## src/rtl/dma_channel_scheduler.sv

```systemverilog
// Round-robin DMA command scheduler for a shared AHB-Lite read master.
// Holds each grant until the master FIFO can take the whole buffer.
module dma_channel_scheduler #(
  parameter int NUM_CH  = 4,
  parameter int LEN_W   = 6,
  parameter int TIMEOUT = 1024
) (
  input  logic                      HCLK,
  input  logic                      HRESETn,
  input  logic [NUM_CH-1:0]         i_ch_req,
  input  logic [NUM_CH*16-1:0]      i_ch_addr_high,
  input  logic [NUM_CH*16-1:0]      i_ch_addr_low,
  input  logic [NUM_CH*LEN_W-1:0]   i_ch_len,
  input  logic [LEN_W:0]            i_fifo_free,
  input  logic                      i_Master_Done,
  output logic                      o_NewCommandOn,
  output logic [LEN_W-1:0]          o_RCC_BUFFER_LENGTH,
  output logic [15:0]               o_RCC_DMA_ADDR_HIGH,
  output logic [15:0]               o_RCC_DMA_ADDR_LOW,
  output logic [NUM_CH-1:0]         o_ch_ack,
  output logic [NUM_CH-1:0]         o_ch_done,
  output logic                      o_err_len0,
  output logic                      o_timeout,
  output logic [2:0]                o_active_ch,
  output logic                      o_busy
);

  localparam int TW = $clog2(TIMEOUT) + 1;
  localparam logic [TW-1:0] TMAX = TW'(TIMEOUT - 1);

  typedef enum logic [2:0] {
    IDLE, CHECK, ISSUE, BUSY, DONE
  } state_t;

  state_t state, state_nxt;

  logic [2:0]       rr_ptr;
  logic [2:0]       active;
  logic [TW-1:0]    timer;
  logic [LEN_W-1:0] len_q;
  logic [15:0]      hi_q;
  logic [15:0]      lo_q;
  logic             ack_q;
  logic             err_q;
  logic             to_q;

  logic [2:0]              win;
  logic                    any_req;
  logic [NUM_CH-1:0]       req_sh;
  logic [NUM_CH*16-1:0]    hi_sh;
  logic [NUM_CH*16-1:0]    lo_sh;
  logic [NUM_CH*LEN_W-1:0] len_sh;
  logic [NUM_CH-1:0]       act_oh;

  function automatic logic [2:0] wrap(input int v);
    return 3'(v % NUM_CH);
  endfunction

  // Descending scan: the lowest offset from rr_ptr is written last and wins.
  always_comb begin
    win     = rr_ptr;
    any_req = 1'b0;
    req_sh  = '0;
    for (int i = NUM_CH - 1; i >= 0; i--) begin
      req_sh = i_ch_req >> wrap(int'(rr_ptr) + i);
      if (req_sh[0]) begin
        win     = wrap(int'(rr_ptr) + i);
        any_req = 1'b1;
      end
    end
  end

  always_comb begin
    hi_sh  = i_ch_addr_high >> (16 * win);
    lo_sh  = i_ch_addr_low >> (16 * win);
    len_sh = i_ch_len >> (LEN_W * win);
  end

  always_comb begin
    state_nxt = state;
    unique case (state)
      IDLE: if (any_req) state_nxt = CHECK;
      CHECK: begin
        if (len_q == '0)
          state_nxt = DONE;
        else if (i_fifo_free >= {1'b0, len_q})
          state_nxt = ISSUE;
      end
      ISSUE: state_nxt = BUSY;
      BUSY: begin
        if (i_Master_Done || timer == TMAX)
          state_nxt = DONE;
      end
      DONE: state_nxt = IDLE;
      default: state_nxt = IDLE;
    endcase
  end

  always_ff @(posedge HCLK or negedge HRESETn) begin
    if (!HRESETn) state <= IDLE;
    else          state <= state_nxt;
  end

  always_ff @(posedge HCLK or negedge HRESETn) begin
    if (!HRESETn) begin
      rr_ptr <= '0;
      active <= '0;
      timer  <= '0;
      len_q  <= '0;
      hi_q   <= '0;
      lo_q   <= '0;
      ack_q  <= 1'b0;
      err_q  <= 1'b0;
      to_q   <= 1'b0;
    end else begin
      ack_q <= 1'b0;
      if (state == IDLE && any_req) begin
        active <= win;
        len_q  <= len_sh[LEN_W-1:0];
        hi_q   <= hi_sh[15:0];
        lo_q   <= lo_sh[15:0];
        ack_q  <= 1'b1;
        err_q  <= 1'b0;
        to_q   <= 1'b0;
      end
      if (state == CHECK && len_q == '0)
        err_q <= 1'b1;
      if (state == ISSUE)
        timer <= '0;
      if (state == BUSY) begin
        timer <= timer + 1'b1;
        // Master completion beats a coincident timeout.
        if (!i_Master_Done && timer == TMAX)
          to_q <= 1'b1;
      end
      if (state == DONE)
        rr_ptr <= wrap(int'(active) + 1);
    end
  end

  assign act_oh = {{(NUM_CH-1){1'b0}}, 1'b1} << active;

  assign o_NewCommandOn      = (state == ISSUE);
  assign o_RCC_BUFFER_LENGTH = len_q;
  assign o_RCC_DMA_ADDR_HIGH = hi_q;
  assign o_RCC_DMA_ADDR_LOW  = lo_q;
  assign o_ch_ack            = ack_q ? act_oh : '0;
  assign o_ch_done           = (state == DONE) ? act_oh : '0;
  assign o_err_len0          = (state == DONE) && err_q;
  assign o_timeout           = (state == DONE) && to_q;
  assign o_active_ch         = active;
  assign o_busy              = (state != IDLE);

endmodule

```

## config.mk

```make
export PLATFORM = sky130hd
export DESIGN_NAME = dma_channel_scheduler
export DESIGN_NICKNAME = d
export VERILOG_FILES = /design/src/rtl/dma_channel_scheduler.sv
export SDC_FILE = /design/constraint.sdc
export NUM_CORES = 1
export LEC_CHECK = 0
export ABC_AREA = 1
export CAP_MARGIN = 40
export CORE_MARGIN = 4
export CORE_UTILIZATION = 44
export DETAILED_ROUTE_END_ITERATION = 8
export GPL_TIMING_DRIVEN = 1
export PLACE_DENSITY = 0.92
export SYNTH_ARGS = -nofsm -noshare
export SYNTH_HDL_FRONTEND = slang
export SYNTH_SLANG_ARGS = --single-unit
export TNS_END_PERCENT = 100
```

## constraint.sdc

```tcl
create_clock -name HCLK -period 2.9 [get_ports HCLK]
set_input_delay 0.435 -clock HCLK [delete_from_list [all_inputs] [get_ports HCLK]]
set_output_delay 0.435 -clock HCLK [all_outputs]
set_load 0.03 [all_outputs]
```

# [After elaboration in Yosys (flattened, before gate mapping)]
# Index checks and enable logic that the tools add are counted.
[classes] magnitude_cmp=1 mul=1 n_addsub=5 eq_ne=8 n_mux=23 shifts=8 n_bitwise=4 reduce_logical=17
[op_table] op="64-bit by 7-bit >> shifter with 16-bit output" count=2
[op_table] op="3-bit 2-to-1 mux" count=8
[op_table] op="24-bit by 6-bit >> shifter with 6-bit output" count=1
[op_table] op="11-bit 2-to-1 mux" count=2
[op_table] op="3-bit case mux with 4 select lines" count=1
[op_table] op="4-bit by 3-bit >> shifter with 1-bit output" count=3
[op_table] op="11-bit by 1-bit adder with 11-bit output, second input constant" count=1
[op_table] op="11-bit by 10-bit equality test with 1-bit output, second input constant" count=1
[op_table] op="1-bit 2-to-1 mux" count=10
[op_table] op="4-bit 2-to-1 mux" count=2
[op_table] op="2-bit OR reduction" count=4
[op_table] op="7-bit by 6-bit >= comparator with 1-bit output" count=1
[op_table] op="3-bit by 2-bit equality test with 1-bit output, second input constant" count=2
[op_table] op="6-bit zero test" count=1
[op_table] op="1-bit logical AND" count=5
[op_table] op="2-bit by 3-bit multiplier with 5-bit output, first input constant" count=1
[op_table] op="2-bit by 1-bit adder with 2-bit output, second input constant" count=2
[op_table] op="2-bit adder, second input constant" count=2
[op_table] op="1-bit bitwise AND, first input constant" count=4
[op_table] op="2-bit inequality test, second input constant" count=2
[op_table] op="2-bit nonzero test" count=2
[op_table] op="1-bit by 3-bit << shifter with 4-bit output, first input constant" count=1
[op_table] op="4-bit by 2-bit >> shifter with 1-bit output" count=1
[op_table] op="3-bit by 1-bit equality test with 1-bit output, second input constant" count=1
[op_table] op="7 further kinds" count=7
[totals] input_bits=166 ff_bits=61 elab_cells=77

# [Logic depth before layout (Yosys ltp)]
[depth] depth_word=12 depth_mapped=17

# [Worst setup path after synthesis]
# No wires, ideal clock.
[synth_timing] path_kind="register to register" start="reg rr_ptr[0]" end="reg len_q[4] (netlist: o_RCC_BUFFER_LENGTH[4])" slack_ps=1087 stages_incl_launch_ff=18 n_path_buf=3 required_time_ps=2782 arrival_ps=1695 cell_sequence="dfrtp_1 > buf_6 > inv_4 > nand2_1 > nand2_1 > nand2_1 > nand2_1 > inv_2 > nand2_4 > nand3_1 > nand2_1 > nand2_2 > buf_6 > buf_6 > nand2_1 > nand3_1 > nand3_1 > nand2_1"
[synth_via] elab_chain_len=10 elab_cells_between_ends=24 classes_between="add/sub (3); mul (1); shift (5); mux (8); bitwise (3); reduce/logical (4)"
[synth_lines] item="start: declaration" line="37" source="logic [2:0] rr_ptr;"
[synth_lines] item="start signal: assignment" line="137" source="rr_ptr <= wrap(int'(active) + 1);"
[synth_lines] item="2-bit adder" line="65, 67"
[synth_lines] item="2-bit OR reduction (no line)"
[synth_lines] item="1-bit bitwise AND (no line)"
[synth_lines] item="4-bit by 3-bit >> shifter with 1-bit output" line="65" source="req_sh = i_ch_req >> wrap(int'(rr_ptr) + i);"
[synth_lines] item="3-bit 2-to-1 mux (4 in series)" line="66" source="if (req_sh[0]) begin"
[synth_lines] item="2-bit by 3-bit multiplier with 5-bit output" line="76" source="len_sh = i_ch_len >> (LEN_W * win);"
[synth_lines] item="24-bit by 6-bit >> shifter with 6-bit output" line="76"
[synth_lines] item="end signal: assignment" line="119" source="len_q <= len_sh[LEN_W-1:0];"
[synth_lines] item="end: declaration" line="40" source="logic [LEN_W-1:0] len_q;"
# Several ways; a longest one is shown, not always the timed one.
# A chain may end at the register's enable or synchronous reset.

# [Worst setup path in the final report]
[layout_timing] start="reg state[2]" end="out o_NewCommandOn"
[layout_via] elab_chain_len=1
[layout_lines] item="start: declaration" line="35" source="state_t state, state_nxt;"
[layout_lines] item="start signal: assignment" line="101" source="else state <= state_nxt;"
[layout_lines] item="3-bit by 2-bit equality test with 1-bit output" line="143" source="assign o_NewCommandOn = (state == ISSUE);"
[layout_lines] item="end: declaration" line="16" source="output logic o_NewCommandOn,"
# Every way passes these cells.

==> results.md <==
* Post-CTS setup buffers at 0
* Total routed wirelength at around 15 mm
* Simple-Gate Fraction of Synth Area at ~46%
* Total number of vias at between 5,000 and 6,000
* Mux cell area share after synthesis at 0%
* Main combinational cell family by area after synthesis: simple AND/OR/NAND/NOR gates
* Die Y at 106 um
* Worst IR Drop VDD at about 0.88 mV
* IO Count at around 220
* Clock root buffer: clkbuf_8
* Min cycle time layout at around 2.7 ns
* Synth warn at 0
* Area after DPL at between 6000 and 7000 um2
* XOR/XNOR Fraction of Synth Area at 0.418%
* GPL Wtd Cong at ~0.92
* Worst-path clk slew at around 0.080 ns
* Wirelength per Cell at ~15 um
* H-tree levels at 3
* Post-synthesis adder-cell area fraction at between 3 and 4%
* Placed cell count at 957
* Utilization after layout at a little under three quarters
* Number of global-route vias before repair at 5,155
* Detailed Route Iter0 Violations at between 300 and 400
* Share of power burned in registers at around 18%
* Compound-cell area share of the yosys netlist at 4.39%
* CP max stage cell: clkdlybuf4s50_1
* Largest net degree at the start of global routing at a little under 80
* Status: complete, no violations
* Area leader, netlist: dfrtp_1
* Clk_lat worst skew at around 0.34 ns
* Final HPWL DP at between 10 and 15 mm
* Syn Nets at 813
* Post-synth top flop: dfrtp_1
* Initial antenna violation count at 0
* FF+latch count, synth at 59
* CTS Buffer Depth at 2
* Die width at roughly 110 um
* Antenna viol nets, final at 0
* Post-detailed-route via-to-cell ratio at roughly 5.4
* Final hold violation count at 0
* Combinational Power Share at a little under three quarters
* Max Cap Viol at 0
* Core area at between 9000 and 10,000 um2
* Internal Pwr Total at around 0.0038 W
* First-pass DRT Iterations at 5
* CTS Hold Bufs at 0
* Sequential share of the synthesized area at 35.3%
* CP arrival at approximately 2.3 ns
* Hold WC Path Type: input pin to async pin
* Switching power at 0.00438 W
* Crit path kind: flip-flop to output pin
* Required @ worst endpoint at around 2.5 ns
* Post-Syn Area at 4190 um2
* GRT overflow at 0
* DRC at 0
* Die area at between 10,000 and 15,000 um2
* Post-synthesis async set-or-reset flop share at 100%
* EDFF count, synth at 0
* Leak pwr at ~3.1 nW
* Fin nets at about 1,000
* Final period utilization at a little over nine tenths
* Switching Fraction at 53.6%
* Clk pwr share at 10.0%
* Cell variety after synth at 32
* Critical-path maximum fanout at 11
* Worst Setup Start Kind: flip-flop
* Total negative slack at 0 ns
* Top cells by area, synth: dfrtp_1 35%, nand2_1 22%, nand3_1 19%
* Synth Area per Inst at 6.58 um2
* RSZ-0062 raised after global routing: false
* Starting density of the core at 45.3%
* Port Buf Inserts at 217
* Worst Skew at about 0.016 ns
* Total GRT Usage at between 20% and 30%
* Slew @ Worst Pin at roughly 0.75 ns
* Fin. max-slew vios at 0
* Ant. Diodes at 0
* Post-CTS resize count at 0
* TritonCTS buffer count at 9
* Critical Path End Type: output pin
* Layout cells sized above 1 at 5.21%
* Sink Count at between 50 and 60
* CP dominant cell by count: nor2_1
* Non-filler cells, final at slightly below 1,000
* FP Rows at 35
* CTS tree: yes
* Finish-stage setup viols at 0
* P&R area growth vs syn at 58.0%
* Critical path's largest stage delay at roughly 0.71 ns
* Worst Hold Slack at 0.250 ns
* Area share of the largest cell type after synthesis at 35.3%
* Reg2Reg Setup Slack at between 0.4 and 0.5 ns
* Max Fclk at 0.366 GHz
* Post-route cell area at approximately 6600 um2
* First-pass GRT wire length at 24.2 mm
* Cells after synthesis at between 600 and 700
* Critical path cell sequence: nor2_1 -> inv_1 -> nor2_1 -> clkdlybuf4s50_1
* Power density over the cells at roughly 1200 nW/um2
* Max-slew headroom at 49.8%
==> sequential cells by signal (all words and copies together) (netlist names) <==
register             flops
err_q                    1
o_RCC_DMA_ADDR_HIGH     16
o_active_ch              2
ack_q                    1
o_RCC_DMA_ADDR_LOW      16
state                    3
rr_ptr                   2
o_RCC_BUFFER_LENGTH      6
timer                   11
to_q                     1
==> Yosys cell counts (2+ instances only) <==
master,number
nand2_1,246
nand3_1,162
dfrtp_1,59
inv_1,43
nor2_1,19
buf_2,15
o21ai_0,14
ha_1,11
a21oi_1,8
buf_6,8
buf_1,6
buf_4,6
clkbuf_1,4
inv_2,4
o22ai_1,4
nand2_2,3
nand4_1,3
nor4_1,3
a21boi_0,2
nor3_1,2
o31ai_1,2
xor2_1,2
==> layout make-up <==
class                   instances  area [um2]
repair buffers                231        2300
inverters                      48         183
fillers                       701        2630
flip-flops and latches         59        1480
clock inverters                 7        92.6
well taps                     129         161
clock buffers                   9         124
multi-input cells             490        2280
==> final timing paths <==
kind	cells after the start	start	to
setup reg to reg	10	state[2]$_DFFE_PN0P_	state[1]$_DFFE_PN0P_
setup / recovery	4	state[2]$_DFFE_PN0P_	o_NewCommandOn
max in group asynchronous	2	HRESETn	rr_ptr[1]$_DFFE_PN0P_
hold / removal	2	HRESETn	o_RCC_DMA_ADDR_LOW[0]$_DFFE_PN0P_
min in group HCLK	2	o_RCC_DMA_ADDR_HIGH[8]$_DFFE_PN0P_	o_RCC_DMA_ADDR_HIGH[8]$_DFFE_PN0P_
hold reg to reg	2	o_RCC_DMA_ADDR_HIGH[8]$_DFFE_PN0P_	o_RCC_DMA_ADDR_HIGH[8]$_DFFE_PN0P_
==> routing by layer <==
layer	GRT usage, %	share of wire [%]	vias to the layer above
met4	13.2	3.7	0
met2	44.6	48	314
met5	0	0	-
met3	5.33	8.2	50
met1	32.3	40	2378
li1	-	-	2472
==> per-stage QoR <==
step,power [W],worst slack [ns]
final,0.00818,0.170
after global routing,0.00891,0.0137
after CTS,0.00816,0.158
after detailed placement,0.00732,0.407
after global placement,0.00712,0.535
after floorplan,0.00561,1.09
==> critical path: cells and delay by family (launching register included) <==
family / cells / cell delay, ns
buffers and inverters: 2 / 0.97
AND/OR/NAND/NOR: 2 / 0.55
flip-flops: 1 / 0.44
==> layout by cell type, fill, tap and decap left out, drive strengths merged <==
master	n
o21ai	14
conb	1
ha	11
xor2	2
nor3	3
clkdlybuf4s50	216
clkbuf	9
clkinvlp	3
or2	1
o22ai	4
a32o	1
buf	15
clkinv	2
dfrtp	59
a22o	1
nand4	4
nand2	250
o31ai	2
nor2	20
a21oi	8
nand3	162
nor4	3
inv	48
bufinv	2
a21boi	2
nand3b	1
==> logic make-up after synthesis <==
| kind of cell | count (synthesis) |
|---|---|
| compound gates | 32 |
| simple gates | 444 |
| xor+xnor | 2 |
| other cells | 1 |
| fa+ha+maj | 11 |
| buf+inv | 87 |
| flops | 59 |
==> power groups by stage <==
| stage | logic, W | registers (W) | clock network, W |
|---|---|---|---|
| 6_report | 0.00586 | 0.00150 | 0.000820 |
| 5_1_grt | 0.00649 | 0.00154 | 0.000875 |
| 4_1_cts | 0.00583 | 0.00150 | 0.000827 |
| 3_5_place_dp | 0.00581 | 0.00150 | 0 |
| 3_3_place_gp | 0.00563 | 0.00149 | 0 |
| 2_1_floorplan | 0.00365 | 0.00196 | 0 |
No activity file was read; power rests on OpenSTA's default activity.
